### config.mk
export PLATFORM = sky130hd
export DESIGN_NAME = mem_bist
export DESIGN_NICKNAME = d
export VERILOG_FILES = /design/src/rtl/mem_bist.sv
export SDC_FILE = /design/constraint.sdc
export NUM_CORES = 1
export LEC_CHECK = 0
export ABC_AREA = 1
export CORE_AREA = 4 4 138 140
export CTS_CLUSTER_DIAMETER = 80
export CTS_CLUSTER_SIZE = 30
export DETAILED_ROUTE_END_ITERATION = 6
export DIE_AREA = 0 0 142 144
export PLACE_DENSITY = 0.74
export SLEW_MARGIN = 10
export SYNTH_ARGS = -nofsm -noshare
export SYNTH_HDL_FRONTEND = slang
export SYNTH_SLANG_ARGS = --single-unit
### constraint.sdc
create_clock -name clk -period 2.75 [get_ports clk]
set_clock_uncertainty 0.15 [all_clocks]
set_input_delay 0.825 -clock clk [delete_from_list [all_inputs] [get_ports clk]]
set_output_delay 0.825 -clock clk [all_outputs]
set_load 0.005 [all_outputs]
### src/rtl/mem_bist.sv
// mem_bist: March-style memory self test (ascending write P, read P / write ~P, descending read ~P)
// with pass/fail reporting, saturating error count and first-failure capture.
module mem_bist #(
    parameter int depth = 8,
    parameter int a_w   = $clog2(depth),
    parameter int d_w   = 32,
    parameter int b_c   = 4,
    parameter int e_w   = 8
) (
    input  logic           clk,
    input  logic           resetn,
    input  logic           start,
    input  logic [d_w-1:0] pat,
    output logic [a_w-1:0] addr,
    output logic [b_c-1:0] we,
    output logic [d_w-1:0] wd,
    input  logic [d_w-1:0] rd,
    output logic           busy,
    output logic           done,
    output logic           pass,
    output logic [e_w-1:0] err_cnt,
    output logic [a_w-1:0] fail_addr,
    output logic [d_w-1:0] fail_exp,
    output logic [d_w-1:0] fail_got
);
    localparam logic [2:0] IDLE = 3'd0, W0 = 3'd1, R0 = 3'd2, W1 = 3'd3, R1 = 3'd4, DONE = 3'd5;
    localparam logic [a_w-1:0] LAST = a_w'(depth - 1);

    logic [2:0]     state_q, state_d;
    logic [a_w-1:0] addr_q, addr_d, fail_addr_q, fail_addr_d;
    logic [d_w-1:0] pat_q, pat_d, fail_exp_q, fail_exp_d, fail_got_q, fail_got_d, exp_w;
    logic [e_w-1:0] err_cnt_q, err_cnt_d;
    logic           pass_q, pass_d, at_last, at_zero, miss;

    always_comb begin
        state_d     = state_q;
        addr_d      = addr_q;
        pat_d       = pat_q;
        err_cnt_d   = err_cnt_q;
        fail_addr_d = fail_addr_q;
        fail_exp_d  = fail_exp_q;
        fail_got_d  = fail_got_q;
        pass_d      = pass_q;
        at_last     = addr_q == LAST;
        at_zero     = addr_q == '0;
        exp_w       = state_q == R0 ? pat_q : ~pat_q;
        miss        = (state_q == R0 || state_q == R1) && rd != exp_w;
        case (state_q)
            IDLE: if (start) begin
                state_d     = W0;
                pat_d       = pat;
                addr_d      = '0;
                err_cnt_d   = '0;
                fail_addr_d = '0;
                fail_exp_d  = '0;
                fail_got_d  = '0;
                pass_d      = 1'b0;
            end
            W0: begin
                state_d = at_last ? R0 : W0;
                addr_d  = at_last ? '0 : addr_q + 1'b1;
            end
            R0: state_d = W1;
            W1: begin
                state_d = at_last ? R1 : R0;
                addr_d  = at_last ? addr_q : addr_q + 1'b1;
            end
            R1: begin
                state_d = at_zero ? DONE : R1;
                addr_d  = at_zero ? addr_q : addr_q - 1'b1;
            end
            default: state_d = IDLE;
        endcase
        // only the first mismatch of a run is captured; the count then saturates
        if (miss) begin
            err_cnt_d = err_cnt_q == '1 ? err_cnt_q : err_cnt_q + 1'b1;
            if (err_cnt_q == '0) begin
                fail_addr_d = addr_q;
                fail_exp_d  = exp_w;
                fail_got_d  = rd;
            end
        end
        if (state_q == R1 && at_zero)
            pass_d = err_cnt_d == '0;
    end

    always_ff @(posedge clk or negedge resetn) begin
        if (!resetn) begin
            state_q     <= IDLE;
            addr_q      <= '0;
            pat_q       <= '0;
            err_cnt_q   <= '0;
            fail_addr_q <= '0;
            fail_exp_q  <= '0;
            fail_got_q  <= '0;
            pass_q      <= 1'b0;
        end else begin
            state_q     <= state_d;
            addr_q      <= addr_d;
            pat_q       <= pat_d;
            err_cnt_q   <= err_cnt_d;
            fail_addr_q <= fail_addr_d;
            fail_exp_q  <= fail_exp_d;
            fail_got_q  <= fail_got_d;
            pass_q      <= pass_d;
        end
    end

    assign addr      = addr_q;
    assign we        = {b_c{state_q == W0 || state_q == W1}};
    assign wd        = state_q == W0 ? pat_q : state_q == W1 ? ~pat_q : '0;
    assign busy      = state_q == W0 || state_q == R0 || state_q == W1 || state_q == R1;
    assign done      = state_q == DONE;
    assign pass      = pass_q;
    assign err_cnt   = err_cnt_q;
    assign fail_addr = fail_addr_q;
    assign fail_exp  = fail_exp_q;
    assign fail_got  = fail_got_q;
endmodule

* After elaboration in Yosys (flattened, before gate mapping) *
Index checks and enable logic that the tools add are counted.

operators by class
  add/sub/neg operators = 3
  eq/ne operators = 11
  multiplexer cells = 32
  bitwise gates (word level) = 1
  reduce and logical (&&, ||, !) cells = 17

operator list
  cell                                                 number
  two-way mux 32 bit                                   11
  two-way mux 8 bit                                    4
  != test 32 bit                                       1
  NOT 32 bit                                           1
  two-way mux 3 bit                                    10
  logical NOT 8 bit                                    2
  one-hot mux 3 bit (5 select lines)                   1
  one-hot mux 3 bit (4 select lines)                   1
  equality test 3 bit, second input constant           3
  adder 8 x 1 -> 8 bit, second input constant          1
  equality test 8 bit, second input constant           1
  equality test 3 x 2 -> 1 bit, second input constant  2
  logical NOT 3 bit                                    2
  != test 2 bit, second input constant                 3
  logical OR 1 bit                                     5
  two-way mux 1 bit                                    4
  AND reduction 2 bit                                  2
  AND reduction 4 bit                                  1
  nonzero test 2 bit                                   2
  nonzero test 4 bit                                   1
  adder 3 x 1 -> 3 bit, second input constant          1
  equality test 3 x 1 -> 1 bit, second input constant  1
  subtractor 3 x 1 -> 3 bit, second input constant     1
  logical AND 1 bit                                    2
  two-way mux 2 bit                                    1

word-level totals
  register bits = 114
  output and inout port bits = 117
  word-level logic and storage cells = 72

* Longest topological paths before layout *
Gate-level depths: netlist of the first run.

  depth in word-level cells = 7
  mapped depth = 20
  gate-level depth less buffers = 19

* Least setup slack after synthesis of the first run *
Ideal clock, no wire load.

  kind = reg-to-output
  start point = register state_q[0]
  end point = output wd[10]
  data arrival time = 1.573 ns
  setup slack = 0.202 ns
  cell stages (with the launch flop) = 8
  path buffers = 1
  path through = dfrtp_1 > inv_1 > nor2_1 > inv_1 > nor2_1 > clkbuf_1 > nand2_1 > o21ai_0

on the way
  longest elaborated chain between the ends = 3
  elaborated cells between the ends (all ways) = 4
  classes of those cells = 2 x eq/ne; 2 x mux

RTL lines
  item                          RTL line  source
  start, declared               29        logic [2:0] state_q, state_d;
  start signal, assigned        98        state_q <= state_d;
  equality test 3 x 2 -> 1 bit  111       assign wd = state_q == W0 ? pat_q : state_q == W1 ? ~pat_q : '0;
  two-way mux 32 bit            111
  two-way mux 32 bit *          111
  end, declared                 16        output logic [d_w-1:0] wd,

Mark *: on every way between the ends. The rest lies on a longest branch, timed or not.

* Final worst setup path of the first run *
  start point = register state_q[2]
  end point = output busy

on the way
  longest elaborated chain between the ends = 4
  elaborated cells between the ends (all ways) = 7
  classes of those cells = 4 x eq/ne; 3 x reduce/logical

RTL lines
  item                                                                                 RTL line  source
  equality test 3 x 1 -> 1 bit / equality test 3 x 2 -> 1 bit (equally long branches)  112       assign busy = state_q == W0 || state_q == R0 || state_q == W1 || state_q == R1;
  logical OR 1 bit (2 in a row)                                                        112
  logical OR 1 bit *                                                                   112
  end, declared                                                                        18        output logic busy,

Marked as above.

==> results.md, run 1 <==
* Rel. slew slack at 0.6022
* Die height at 144 um
* DR pass1 iterations at 7
* Worst Max-Slew Pin Slew at 0.5932 ns
* Fillers at 1596
* Largest net degree at the start of global routing at 42
* Clock power share at 0.233
* Ys Warns at 0
* Htree depth at 4
* Leakage at 4.876 nW
* Failing checks: negative setup slack
* Final period util at 1.038
* Final hold vios at 0
* CTS sink cnt at 114
* GRT Util Overall at 0.2114
* Worst setup EP type: output pin
* Seq. cell area at 2855 um^2
* Worst IR drop on VDD at 0.0005204 V
* I/O Buffers at 183
* Int Power at 6.069 mW
* GR met1 Demand/Resource at 0.2763
* Vias in the first global route at 6776
* Final-stage net count at 1224
* Routed length per instance at 16.61 um
* Clock transition at path regs at 0.05 ns
* Ranking of synthesized cells by area: dfrtp_1, nand2_1, o21ai_0
* Startpoint Class: flip-flop
* NetSw at 3.729 mW
* Adder-cell area share of the yosys netlist at 0.01163
* Layout cells sized above 1 at 0.2265
* Ys async rst share at 1.000
* Worst skew pair latency at 0.42 ns
* Clock period minus worst slack at 2.853 ns
* Synth Area in XOR/XNOR at 0.005425
* Vias at 7173
* CTS buffer count at 17
* Final setup violation count at 1
* Sw frac at 0.3806
* Crit path max-delay cell type: dfrtp_2
* Worst-path cell chain: buf_6, nor2_4, buf_12, nand2_8, clkbuf_16, buf_4, nand4_1, buf_2
* Crit path depth at 8
* Hold Crit Class: input port to asynchronous set/reset pin
* Grt ovf at 0
* Met3 GRT Util at 0.05754
* Setup WS pre-CTS at -0.3770 ns
* Core area at 17840 um^2
* Combinational family with the most area after synthesis: simple AND/OR/NAND/NOR gates
* Top delay family on crit path: buffers and inverters
* Drt total wl at 23.11 mm
* Ys flop type: dfrtp_1
* Buffers and inverters on the worst path at 5
* Synth Area in Compound Gates at 0.1168
* Synth cell count leaders: nand2_1, o21ai_0, nand3_1
* Routed Antenna Nets at 0
* Setup TNS at -0.1032 ns
* Area Overhead vs Synth at 60.45%
* Worst R2R Path Depth at 19
* Post-Synth Simple-Gate Area at 0.3296
* Worst setup path category: flip-flop to output pin
* Max FO, Critical Path at 8
* RSZ-0062 raised after global routing: true
* Hold Buf Count CTS at 0
* Area leader, netlist: dfrtp_1
* Most used routing layer in global routing: met2
* Distinct cell type count after synthesis at 26
* R2R setup slack at 0 ns
* Worst r2r dst: fail_exp[12]
* DRC errors left at 0
* P per Cell Area at 945.6 nW/um^2
* Post-synthesis mux area share at 0
* Multi-input combinational cell area at 3548 um^2
* Post-synth EDFFs at 0
* Fin worst setup slack at -0.1032 ns
* CP arrival at 1.88 ns
* Slowest stage delay, CP at 0.43 ns
* IO Pins at 184
* Initial core utilization at 0.3619
* CTS tree: built
* Post-Synthesis Cells at 928
* CTS max path bufs at 2
* Hpwl dp at 14.28 mm
* Initial antenna violation count at 1
* Outcome: complete, but fails checks
* Highest clock rate at 0.3505 GHz
* Flops & latches, synth at 114
* First-pass GRT wire length at 34.30 mm
* Fin. max-slew vios at 0
* Reg-to-Reg Start: state_q[2]
* DR vias/cell at 5.157
* Post-Syn Nets at 1001
* Top cell type's share of synthesized area at 0.4418
* Area of the die at 20450 um^2
* Max Cap Viol at 0
* Met2 Use GR at 0.3451
* Final Util at 0.5808
* Seq/Total Area, Yosys at 0.4418
* Comb power frac at 0.486
* FP Rows at 49
* Chip Width at 142 um
* Required @ worst endpoint at 1.78 ns
* Root Buffer: clkbuf_16
* Seq pwr share at 0.281
* Most frequent cell after synthesis: nand2_1
* Syn Std Cell Area at 6457 um^2
* DRT iter0 DRCs at 529
* Syn Area/Cell at 6.958 um^2
* RD Place Congestion at 0.8516
==> power groups by stage <==
stage	Combinational, mW	Sequential, mW	Clock [mW]
floorplan	1.92	2.60	0
global placement	3.90	2.65	0
detailed placement	3.97	2.66	0
CTS	4.27	2.65	2.32
global route	5.24	2.83	2.40
finish	4.76	2.75	2.29
==> layer usage <==
metal  up-vias  wire length [um]
li1       3425                 -
met1      3424              9969
met2       293             10990
met3        31              1806
met4         0               348
met5         -                 0
==> sequential cells by signal, indices dropped and copies added, names as in the netlist <==
signal,cells
fail_addr,3
pass,1
state_q,3
fail_exp,32
fail_got,32
err_cnt,8
addr,3
pat_q,32
==> worst max-delay path by stage <==
stage / from / slack (ns) / to
2_1_floorplan: state_q[0] / 0.20 / wd[10]
3_5_place_dp: rd[31] / -0.38 / fail_exp[8]
4_1_cts: state_q[2] / -0.07 / wd[0]
3_3_place_gp: rd[31] / -0.34 / pass
5_1_grt: state_q[2] / -0.17 / fail_got[0]
6_report: state_q[2] / -0.10 / busy
==> through the flow <==
stage               power, mW  instances  hold slack [ns]  cell area (um^2)
detailed placement      6.622       1327           0.3765              8748
CTS                     9.236       1377           0.2507              9635
global route            10.47       1391           0.2734             10360
global placement        6.553       1327           0.3515              8748
floorplan               4.524        928           0.3485              6457
finish                  9.798       1391           0.2440             10360
==> cells by family (layout without fill, tap and decap cells) <==
| kind of cell | Yosys count | in the layout |
|---|---|---|
| compound gates | 148 | 148 |
| xor+xnor | 4 | 4 |
| fa+ha+maj | 6 | 6 |
| buf+inv | 147 | 380 |
| flops | 114 | 114 |
| other cells | 0 | 1 |
| simple gates | 509 | 509 |
==> layout make-up <==
class | instances | area share
inverters | 96 | 0.03478
multi-input cells | 667 | 0.3425
diodes | 1 | 0.0002415
clock inverters | 5 | 0.009661
flip-flops and latches | 114 | 0.2756
clock buffers | 24 | 0.04842
well taps | 229 | 0.02765
repair buffers | 255 | 0.2612
==> layout by cell type (no fill, tap or decap), types with 3 or more instances in the layout <==
cell,n
nand2_4,18
nand2_2,38
xor2_1,3
buf_2,32
nor2_1,16
buf_12,11
buf_16,7
clkdlybuf4s50_1,148
nand3b_1,7
nor2_2,7
buf_8,3
dfrtp_1,112
o21ai_0,80
inv_2,4
buf_6,10
o21ai_2,17
nand2_1,286
o21ai_1,44
buf_4,33
bufinv_16,3
clkbuf_8,5
inv_1,92
nor2_4,5
nand3_1,90
nand3_2,35
clkbuf_16,26
ha_1,6
==> repair_timing <==
| item | in CTS | in global routing |
|---|---|---|
| setup endpoints to repair | 81 | 109 |
| buffers inserted | 15 | 4 |
| gates resized for setup | 178 | 169 |
| gates cloned | 6 | 10 |
| pin swaps | 11 | 34 |
No activity file was read; power rests on OpenSTA's default activity.
==> inputs of run 2 (changes only) <==
Settings changed: CORE_AREA 4 4 138 140 to 4 4 163 118, CTS_BUF_LIST set to sky130_fd_sc_hd__clkbuf_4 sky130_fd_sc_hd__clkbuf_8 sky130_fd_sc_hd__clkbuf_16, DIE_AREA 0 0 142 144 to 0 0 167 122.
==> results.md, run 2 (synthesis results as in run 1) <==
* Fillers at 1659
* Worst skew pair latency at 0.41 ns
* Max FO, Critical Path at 18
* Slowest stage delay, CP at 0.40 ns
* NetSw at 3.470 mW
* Drt total wl at 22.96 mm
* Worst IR drop on VDD at 0.0004013 V
* Reg-to-Reg Start: state_q[0]
* GRT Util Overall at 0.2112
* Initial antenna violation count at 0
* Vias in the first global route at 6624
* Final hold slack at 0.2119 ns
* Final setup violation count at 2
* Comb power frac at 0.471
* Setup TNS at -0.01755 ns
* DRC errors left at 0
* CTS max path bufs at 2
* Final hold vios at 0
* Layout cells sized above 1 at 0.1414
* Final Util at 0.5465
* I/O Buffers at 183
* Final period util at 1.006
* Clock period minus worst slack at 2.767 ns
* Fin worst setup slack at -0.01650 ns
* DRT iter0 DRCs at 585
* RSZ-0062 raised after global routing: true
* P per Cell Area at 943.2 nW/um^2
* Commonest non-fill, non-tap cells in the layout: nand2_1, clkdlybuf4s50_1, nand3_1, dfrtp_1, inv_1
* Htree depth at 4
* Buffers and inverters on the worst path at 4
* First-pass GRT wire length at 34.35 mm
* Top delay family on crit path: buffers and inverters
* Crit path max-delay cell type: dfrtp_1
* Area Overhead vs Synth at 49.78%
* Routed length per instance at 16.62 um
* Largest net degree at the start of global routing at 61
* Failing checks: negative setup slack
* Area of the die at 20370 um^2
* Hold Buf Count CTS at 0
* Clock power share at 0.236
* Worst setup EP type: output pin
* Startpoint Class: flip-flop
* Int Power at 5.652 mW
* CTS tree: built
* Routed Antenna Nets at 0
* Sw frac at 0.3804
* Worst Max-Slew Pin Slew at 0.4444 ns
* Required @ worst endpoint at 1.78 ns
* Root Buffer: clkbuf_16
* Core area at 17700 um^2
* Final-stage net count at 1207
* Hpwl dp at 14.76 mm
* CP arrival at 1.79 ns
* Die height at 122 um
* Rel. slew slack at 0.7037
* Vias at 7018
* Clock transition at path regs at 0.05 ns
* IO Pins at 184
* Grt ovf at 0
* Worst-path cell chain: inv_2, nor2_4, buf_4, nand2_2, buf_12, nand4_1, clkdlybuf4s15_2
* DR pass1 iterations at 5
* CTS sink cnt at 114
* Hold Crit Class: input port to asynchronous set/reset pin
* Chip Width at 167 um
* DR vias/cell at 5.078
* Commonest non-fill, non-tap cell in the layout: nand2_1
* Fin. max-slew vios at 0
* Diode count at 0
* Outcome: complete, but fails checks
* RD Place Congestion at 0.8924
* CTS buffer count at 17
* Max Cap Viol at 0
* Initial core utilization at 0.3649
* Finished Layout Cells at 1382
* FP Rows at 41
* Setup crit start: state_q[0]
* Highest clock rate at 0.3615 GHz
* Seq pwr share at 0.293
* Leakage at 4.621 nW
* Setup WS pre-CTS at -0.2801 ns
* Placed cell count at 1334
* Worst setup path category: flip-flop to output pin
-- run 2: power groups by stage --
stage | clock (mW) | combinational, mW | sequential (mW)
after global routing | 2.26 | 4.75 | 2.76
after CTS | 2.19 | 4.03 | 2.65
after global placement | 0 | 3.91 | 2.64
after detailed placement | 0 | 3.99 | 2.65
final | 2.15 | 4.30 | 2.67
after floorplan | 0 | 1.92 | 2.60
-- run 2: layer usage --
layer  GRT usage  vias to the layer above  wire (um)
met5           0                        -          0
met4     0.04803                        0        218
met3     0.07849                       24       2525
met2      0.3276                      355       9975
met1      0.2835                     3244      10240
li1            -                     3395          -
-- run 2: area by class of cell --
type                    count  area, um^2  area share
clock buffers              26       524.3     0.05420
clock inverters             5       50.05    0.005175
repair buffers            238        2452      0.2536
flip-flops and latches    114        2854      0.2951
multi-input cells         667        3136      0.3242
inverters                  96       360.3     0.03726
well taps                 236       295.3     0.03053
-- run 2: stage by stage --
step | instance area [um^2] | power [mW]
after floorplan | 6457 | 4.524
after global placement | 8732 | 6.554
after detailed placement | 8732 | 6.640
after CTS | 9343 | 8.861
after global routing | 9672 | 9.778
final | 9672 | 9.122
-- run 2: worst paths after layout --
kind | end | slack (ns) | cells past startpoint
worst max-delay path | busy | -0.02 | 7
max in group asynchronous | fail_exp[18] | 1.62 | 2
min in group clk | fail_exp[17] | 0.38 | 2
worst min-delay path | pass | 0.21 | 1
worst max register to register | fail_exp[1] | 0 | 18
worst min register to register | fail_exp[17] | 0.38 | 2
-- run 2: repair_timing --
item	4_1_cts	5_1_grt
pin swaps	3	8
endpoints found under the setup margin	34	110
gates resized for setup	151	81
gates cloned	1	10
setup buffers	5	2
